<file path="config.mk">
export PLATFORM = sky130hd
export DESIGN_NAME = ssm_stream_sequencer
export DESIGN_NICKNAME = d
export VERILOG_FILES = /design/src/rtl/ssm_stream_sequencer_pkg.sv /design/src/rtl/ssm_stream_sequencer_word_serializer.sv /design/src/rtl/ssm_stream_sequencer.sv
export SDC_FILE = /design/constraint.sdc
export NUM_CORES = 2
export LEC_CHECK = 0
export ABC_CLOCK_PERIOD_IN_PS = 4710
export CAP_MARGIN = 10
export CORE_AREA = 2 2 731 733
export CTS_CLUSTER_SIZE = 30
export DETAILED_ROUTE_END_ITERATION = 8
export DIE_AREA = 0 0 733 735
export PLACE_DENSITY = 0.39
export SYNTH_ARGS = -nofsm -noshare
export SYNTH_HDL_FRONTEND = slang
export SYNTH_SLANG_ARGS = --single-unit
</file>
<file path="constraint.sdc">
create_clock -name clk -period 4.71 [get_ports clk]
set_clock_uncertainty 0.1 [all_clocks]
set_input_delay 0.942 -clock clk [delete_from_list [all_inputs] [get_ports clk]]
set_output_delay 0.942 -clock clk [all_outputs]
set_load 0.005 [all_outputs]
</file>
<file path="src/rtl/ssm_stream_sequencer_pkg.sv">
// Shared constants for the SSM stream sequencer: word width, operand field
// offsets within a load frame, frame length and the sequencer state encoding.
package ssm_stream_sequencer_pkg;

    localparam int SSM_DW = 16;
    localparam int SSM_H  = 4;
    localparam int SSM_P  = 4;
    localparam int SSM_N  = 4;

    typedef enum logic [2:0] {
        ST_IDLE  = 3'd0,
        ST_LOAD  = 3'd1,
        ST_START = 3'd2,
        ST_WAIT  = 3'd3,
        ST_DRAIN = 3'd4
    } ssm_state_e;

    // Field order in a frame: dt[H], dA[H], Bmat[N], C[N], D[H], x[H*P], h_prev[H*P*N]
    function automatic int off_da(input int h);
        return h;
    endfunction

    function automatic int off_b(input int h);
        return 2 * h;
    endfunction

    function automatic int off_c(input int h, input int n);
        return 2 * h + n;
    endfunction

    function automatic int off_d(input int h, input int n);
        return 2 * h + 2 * n;
    endfunction

    function automatic int off_x(input int h, input int n);
        return 3 * h + 2 * n;
    endfunction

    function automatic int off_hp(input int h, input int p, input int n);
        return 3 * h + 2 * n + h * p;
    endfunction

    function automatic int frame_len(input int h, input int p, input int n);
        return 3 * h + 2 * n + h * p + h * p * n;
    endfunction

    localparam int OFF_DT = 0;
    localparam int OFF_DA = off_da(SSM_H);
    localparam int OFF_B  = off_b(SSM_H);
    localparam int OFF_C  = off_c(SSM_H, SSM_N);
    localparam int OFF_D  = off_d(SSM_H, SSM_N);
    localparam int OFF_X  = off_x(SSM_H, SSM_N);
    localparam int OFF_H  = off_hp(SSM_H, SSM_P, SSM_N);
    localparam int FRAME_L = frame_len(SSM_H, SSM_P, SSM_N);

endpackage

</file>
<file path="src/rtl/ssm_stream_sequencer_word_serializer.sv">
// Drain side of the sequencer: captures the flat y result and replays it
// word by word on a valid/ready stream, flagging the final word.
module ssm_word_serializer #(
    parameter int NW = 16,
    parameter int DW = 16
) (
    input  logic             clk,
    input  logic             rst_n,
    input  logic             load,
    input  logic [NW*DW-1:0] y_flat,
    input  logic             out_ready,
    output logic             out_valid,
    output logic [DW-1:0]    out_data,
    output logic             out_last,
    output logic             done
);
    localparam int IW = (NW > 1) ? $clog2(NW) : 1;

    logic [NW*DW-1:0] ybuf;
    logic [IW-1:0]    idx;
    logic             active;
    logic             fire;

    // Word j always sits in the low slot; ybuf only shifts on a handshake, so
    // data and last stay put while the consumer stalls.
    assign out_valid = active;
    assign out_data  = ybuf[DW-1:0];
    assign out_last  = active && (idx == IW'(NW - 1));
    assign fire      = active && out_ready;
    assign done      = fire && out_last;

    always_ff @(posedge clk or negedge rst_n) begin
        if (!rst_n) begin
            ybuf   <= '0;
            idx    <= '0;
            active <= 1'b0;
        end else if (load) begin
            ybuf   <= y_flat;
            idx    <= '0;
            active <= 1'b1;
        end else if (fire) begin
            ybuf <= ybuf >> DW;
            idx  <= idx + 1'b1;
            if (out_last) begin
                active <= 1'b0;
            end
        end
    end

endmodule

</file>
<file path="src/rtl/ssm_stream_sequencer.sv">
// Initiator-side sequencer for the SSM FP16 compute block: loads one operand
// frame from a word stream, kicks the block, and streams the y result back out.
//
// state    | meaning
// ---------+-------------------------------------------------------------
// IDLE     | ready for the first word of a frame (lands in dt[0])
// LOAD     | accepting the remaining frame words into the operand registers
// START    | one-cycle ssm_start pulse, input held off
// WAIT     | watchdog running until ssm_done or expiry
// DRAIN    | streaming captured y words out
module ssm_stream_sequencer
    import ssm_stream_sequencer_pkg::*;
#(
    parameter int H        = SSM_H,
    parameter int P        = SSM_P,
    parameter int N        = SSM_N,
    parameter int DW       = SSM_DW,
    parameter int WAIT_MAX = 4096
) (
    input  logic                clk,
    input  logic                rst_n,
    input  logic                in_valid,
    output logic                in_ready,
    input  logic [DW-1:0]       in_data,
    output logic                out_valid,
    input  logic                out_ready,
    output logic [DW-1:0]       out_data,
    output logic                out_last,
    output logic                ssm_start,
    input  logic                ssm_done,
    output logic [H*DW-1:0]     dt_flat,
    output logic [H*DW-1:0]     dA_flat,
    output logic [H*DW-1:0]     D_flat,
    output logic [N*DW-1:0]     Bmat_flat,
    output logic [N*DW-1:0]     C_flat,
    output logic [H*P*DW-1:0]   x_flat,
    output logic [H*P*N*DW-1:0] h_prev_flat,
    input  logic [H*P*DW-1:0]   ssm_y_flat,
    output logic                busy,
    output logic                err_timeout
);
    localparam int L    = frame_len(H, P, N);
    localparam int O_DT = 0;
    localparam int O_DA = off_da(H);
    localparam int O_B  = off_b(H);
    localparam int O_C  = off_c(H, N);
    localparam int O_D  = off_d(H, N);
    localparam int O_X  = off_x(H, N);
    localparam int O_HP = off_hp(H, P, N);
    localparam int WCW  = $clog2(L + 1);
    localparam int TW   = $clog2(WAIT_MAX + 1);

    ssm_state_e     state, state_nxt;
    logic           armed;
    logic [WCW-1:0] wcnt;
    logic [WCW-1:0] word_idx;
    logic [TW-1:0]  wdog;
    logic           wdog_tc;
    logic           in_fire;
    logic           last_word;
    logic           y_load;
    logic           drain_done;

    assign in_fire   = in_valid && in_ready;
    assign word_idx  = (state == ST_IDLE) ? '0 : wcnt;
    assign last_word = (wcnt == WCW'(L - 1));
    assign wdog_tc   = (wdog == '0);
    assign y_load    = (state == ST_WAIT) && ssm_done;

    always_ff @(posedge clk or negedge rst_n) begin
        if (!rst_n) begin
            state <= ST_IDLE;
        end else begin
            state <= state_nxt;
        end
    end

    always_comb begin
        state_nxt = state;
        case (state)
            ST_IDLE:  if (in_fire) state_nxt = ST_LOAD;
            ST_LOAD:  if (in_fire && last_word) state_nxt = ST_START;
            ST_START: state_nxt = ST_WAIT;
            ST_WAIT: begin
                // done wins over a coincident watchdog expiry
                if (ssm_done) begin
                    state_nxt = ST_DRAIN;
                end else if (wdog_tc) begin
                    state_nxt = ST_IDLE;
                end
            end
            ST_DRAIN: if (drain_done) state_nxt = ST_IDLE;
            default:  state_nxt = ST_IDLE;
        endcase
    end

    // armed keeps in_ready low while reset is held and until the first clock after it
    always_comb begin
        in_ready  = armed && ((state == ST_IDLE) || (state == ST_LOAD));
        ssm_start = (state == ST_START);
        busy      = (state != ST_IDLE);
    end

    always_ff @(posedge clk or negedge rst_n) begin
        if (!rst_n) begin
            armed       <= 1'b0;
            wcnt        <= '0;
            wdog        <= '0;
            err_timeout <= 1'b0;
        end else begin
            armed <= 1'b1;
            if (in_fire) begin
                wcnt <= (state == ST_IDLE) ? WCW'(1) : wcnt + 1'b1;
            end
            // watchdog is a down-counter; expiry is the WAIT cycle it reads zero
            if (state == ST_START) begin
                wdog <= TW'(WAIT_MAX - 1);
            end else if ((state == ST_WAIT) && !wdog_tc) begin
                wdog <= wdog - 1'b1;
            end
            if ((state == ST_IDLE) && in_fire) begin
                err_timeout <= 1'b0;
            end else if ((state == ST_WAIT) && !ssm_done && wdog_tc) begin
                err_timeout <= 1'b1;
            end
        end
    end

    always_ff @(posedge clk or negedge rst_n) begin
        if (!rst_n) begin
            dt_flat     <= '0;
            dA_flat     <= '0;
            D_flat      <= '0;
            Bmat_flat   <= '0;
            C_flat      <= '0;
            x_flat      <= '0;
            h_prev_flat <= '0;
        end else if (in_fire) begin
            for (int k = 0; k < H; k++) begin
                if (word_idx == WCW'(O_DT + k)) dt_flat[k*DW +: DW] <= in_data;
                if (word_idx == WCW'(O_DA + k)) dA_flat[k*DW +: DW] <= in_data;
                if (word_idx == WCW'(O_D + k))  D_flat[k*DW +: DW]  <= in_data;
            end
            for (int k = 0; k < N; k++) begin
                if (word_idx == WCW'(O_B + k)) Bmat_flat[k*DW +: DW] <= in_data;
                if (word_idx == WCW'(O_C + k)) C_flat[k*DW +: DW]    <= in_data;
            end
            for (int k = 0; k < H * P; k++) begin
                if (word_idx == WCW'(O_X + k)) x_flat[k*DW +: DW] <= in_data;
            end
            for (int k = 0; k < H * P * N; k++) begin
                if (word_idx == WCW'(O_HP + k)) h_prev_flat[k*DW +: DW] <= in_data;
            end
        end
    end

    ssm_word_serializer #(
        .NW (H * P),
        .DW (DW)
    ) u_serializer (
        .clk       (clk),
        .rst_n     (rst_n),
        .load      (y_load),
        .y_flat    (ssm_y_flat),
        .out_ready (out_ready),
        .out_valid (out_valid),
        .out_data  (out_data),
        .out_last  (out_last),
        .done      (drain_done)
    );

endmodule

</file>
==> flow_summary.yaml <==
run_status:
  status: "finished, final reports clean"
floorplan:
  core_area_um2: 531100
  start_util_pct: 13.81
  rows: 268
  die-width_um: 733
  io_pins: 1899
  dieArea_um2: 538800
  die_height_um: 735
timing:
  setup_violations: 0
  period_needed_ns: 4.414
  min_period_over_period_pct: 93.72
  drv_slew: 0
  finalHoldViolations: 0
  timing.fmax_mhz: 226.6
  final.setup.tns_ns: 0
  max_slew_margin_pct: 18.76
  rsz0062_at_grt: "no"
  worst_pin_slew_ns: 1.219
setup_path:
  crit_cells: 4
  critPathArrivalTime_ns: 3.37
  critPathSlowestCell: "clkdlybuf4s50_1"
  critical-path-top-delay-family: "buffers and inverters"
  r2r_cells: 6
  worst-path-max-fanout: 13
  crit_chain: "nor2b_1 > nand2b_1 > clkinv_1 > clkdlybuf4s50_1"
  r2r_end: "dt_flat[22]"
  critPathKind: "reg -> out"
  cp_num_buf_inv: 2
  reg2reg_setup_slack_ns: 1.09
  max_stage_delay_ns: 0.95
  end_kind: "output pin"
  start_kind: "flop"
  required_ns: 3.67
  r2r_start: "state[2]"
finish:
  layout_common_cells: "dfrtp_1, clkdlybuf4s50_1, mux2_2"
  final_common_cell: "dfrtp_1"
  drive_above_1_share_pct: 31.32
  syn_to_final_growth_pct: 49.75
  fillers: 57160
  final_nets: 7413
power:
  power_frac_seq_pct: 42.2
  switching_share_pct: 26.42
  power_w: 0.04277
  power-per-cell-area_nw_per_um2: 389.4
  peakVddDrop_uv: 354.2
  leakage_nw: 48.97
  comb_power_share_pct: 14.0
  power.switching_w: 0.01130
  p_int_w: 0.03147
  p_clk_share_pct: 43.8
clock_tree:
  cts_root_buffer: "clkbuf_16"
  postCtsSetupRepairBufs: 0
  htree_levels: 4
  cts_tree: "done"
  clk_pin_slew_ns: 0.06
  numCtsBuffers: 237
  clock_sinks: 1886
  clk_path_buf_depth: 4
  clk_latency_ns: 0.90
synthesis:
  yosysTopAreaCell: "dfrtp_1"
  synth-async-reset-ratio_pct: 100.0
  ys_warn_count: 0
  synth_top_area_share_pct: 64.34
  synthTopCellsByArea: "dfrtp_1, mux2_2, nand2_1"
  synthesis.area_um2: 73350
  synth-edff-count: 0
  syn_nets: 5515
  synthesis.instances: 5234
  syn_area_per_cell_um2: 14.01
  synth-main-ff-cell: "dfrtp_1"
  yosys.cell_types.count: 56
  seq_area_frac_synth_pct: 64.34
  synth-seq-cells: 1886
detailed_routing:
  drc: 0
  drt-initial-drc-count: 2596
  firstDrtPassIters: 5
  vias: 51490
  postRouteAntennaNets: 0
  postRouteWirelength_um: 381900
  wire_per_inst_um: 26.54
  via_per_inst: 3.577
hold_path:
  min_to: "Bmat_flat[44]"
  min_delay_path_depth: 1
  holdCritPathClass: "reg -> reg"
  hold_start: "Bmat_flat[44]"
grt:
  grt.overflow.total: 0
  grt_pass1_wl_um: 509800
  antenna_found_initial: 55
  grt_pass1_vias: 54860
  grt_max_degree: 132
  track_usage_pct: 13.66
placement:
  dpl.hpwl_um: 270300
  gp_congestion: 0.8953
  io_buffer_count: 1898
flow_run:
  drv_cap: 0
==> area by class of cell <==
cell class                 count  area [um^2]  share of cell area [%]
antenna                       48        120.1                  0.1093
clock buffer                 362         7141                   6.501
clock inverter                70        890.9                  0.8110
inverter                       6        22.52                 0.02050
multi-input combinational   2897        24410                   22.22
sequential                  1886        47200                   42.97
tap                         7020         8783                   7.996
timing repair buffer        2104        21290                   19.38
==> worst max-delay path by stage <==
stage | start | to | slack, ns
after CTS | state[1] | ssm_start | 0.14
after global placement | in_valid | h_prev_flat[376] | 0.58
after detailed placement | in_valid | h_prev_flat[378] | 0.58
after global routing | state[1] | ssm_start | 0.02
after floorplan | in_valid | h_prev_flat[645] | 1.86
final | state[1] | ssm_start | 0.30
==> per-stage QoR <==
stage / hold slack, ns / instances / area (um^2) / utilization, % / setup WS [ns]
floorplan: 0.3664 / 5234 / 73350 / - / 1.856
global placement: 0.3809 / 13910 / 101700 / 19.14 / 0.5790
detailed placement: 0.3870 / 13910 / 101700 / 19.14 / 0.5804
CTS: 0.3333 / 14350 / 109700 / 20.66 / 0.1431
global route: 0.3699 / 14350 / 109700 / 20.66 / 0.01573
finish: 0.4003 / 14390 / 109800 / 20.68 / 0.2960
==> synth_stat cells (3+ instances only) <==
library cell,count
nor2_2,26
nand3_1,35
inv_1,5
mux2i_1,3
nor2_1,267
nand2_2,8
and3_1,7
nor2_4,10
nand2b_1,11
buf_2,94
nor3_2,4
or3_1,8
nand4b_1,3
o21ai_0,16
nor3_1,16
buf_1,30
a31oi_1,248
nand4_1,4
mux2_2,1600
clkbuf_1,283
nand2_1,562
and2_1,6
buf_4,37
nor2b_1,4
ha_1,4
nand3_2,7
nor4_1,4
o31ai_1,4
and4_1,4
dfrtp_1,1886
a21oi_1,7
==> power groups by stage <==
stage / clock [W] / sequential, W / combinational [W]
floorplan: 0 / 0.0183 / 0.00144
global placement: 0 / 0.0183 / 0.00616
detailed placement: 0 / 0.0183 / 0.00615
CTS: 0.0195 / 0.0181 / 0.00618
global route: 0.0201 / 0.0182 / 0.00638
finish: 0.0187 / 0.0181 / 0.00599
==> worst reg2reg max path, cell delays in order, from the launching register on <==
cell	delay [ns]
dfrtp_1	0.38
buf_4	0.21
nor3_2	0.26
buf_4	0.38
or2_2	0.69
nand2b_2	0.83
mux2_2	0.65
==> timing repair <==
action                                 CTS  global route
hold buffers                             1             0
endpoints found under the hold margin   34             0
resized for setup                        0             0
setup endpoints to repair                0             0
==> routing by layer <==
metal | vias to the layer above | GRT usage [%] | part of all wire (%)
li1 | 22010 | - | -
met2 | 2023 | 23.18 | 48
met3 | 405 | 4.865 | 8.5
met5 | - | 0 | 0.034
met1 | 27040 | 16.23 | 40
met4 | 18 | 3.839 | 3.0
==> registers in the layout, summed over array words and instances, names as in the netlist, 4 cells and up <==
name and cells:
h_prev_flat 1024, u_serializer.ybuf 256, x_flat 256, Bmat_flat 64, C_flat 64, D_flat 64
dA_flat 64, dt_flat 64, wdog 13, wcnt 7, u_serializer.idx 4
==> cell families (layout without fill, tap and decap cells) <==
kind of cell	after synthesis	count (layout)	share of synthesized area (%)
AO/OA/AOI/OAI	283	283	2.426
XOR/XNOR	3	3	0.03583
adder cells (fa/ha/maj)	4	4	0.06823
buffers and inverters	451	2542	2.668
flip-flops	1886	1886	64.34
multiplexers	1603	1603	24.60
other	1	49	0.005112
AND/OR/NAND/NOR	1003	1003	5.851
No activity file was read; power rests on OpenSTA's default activity.
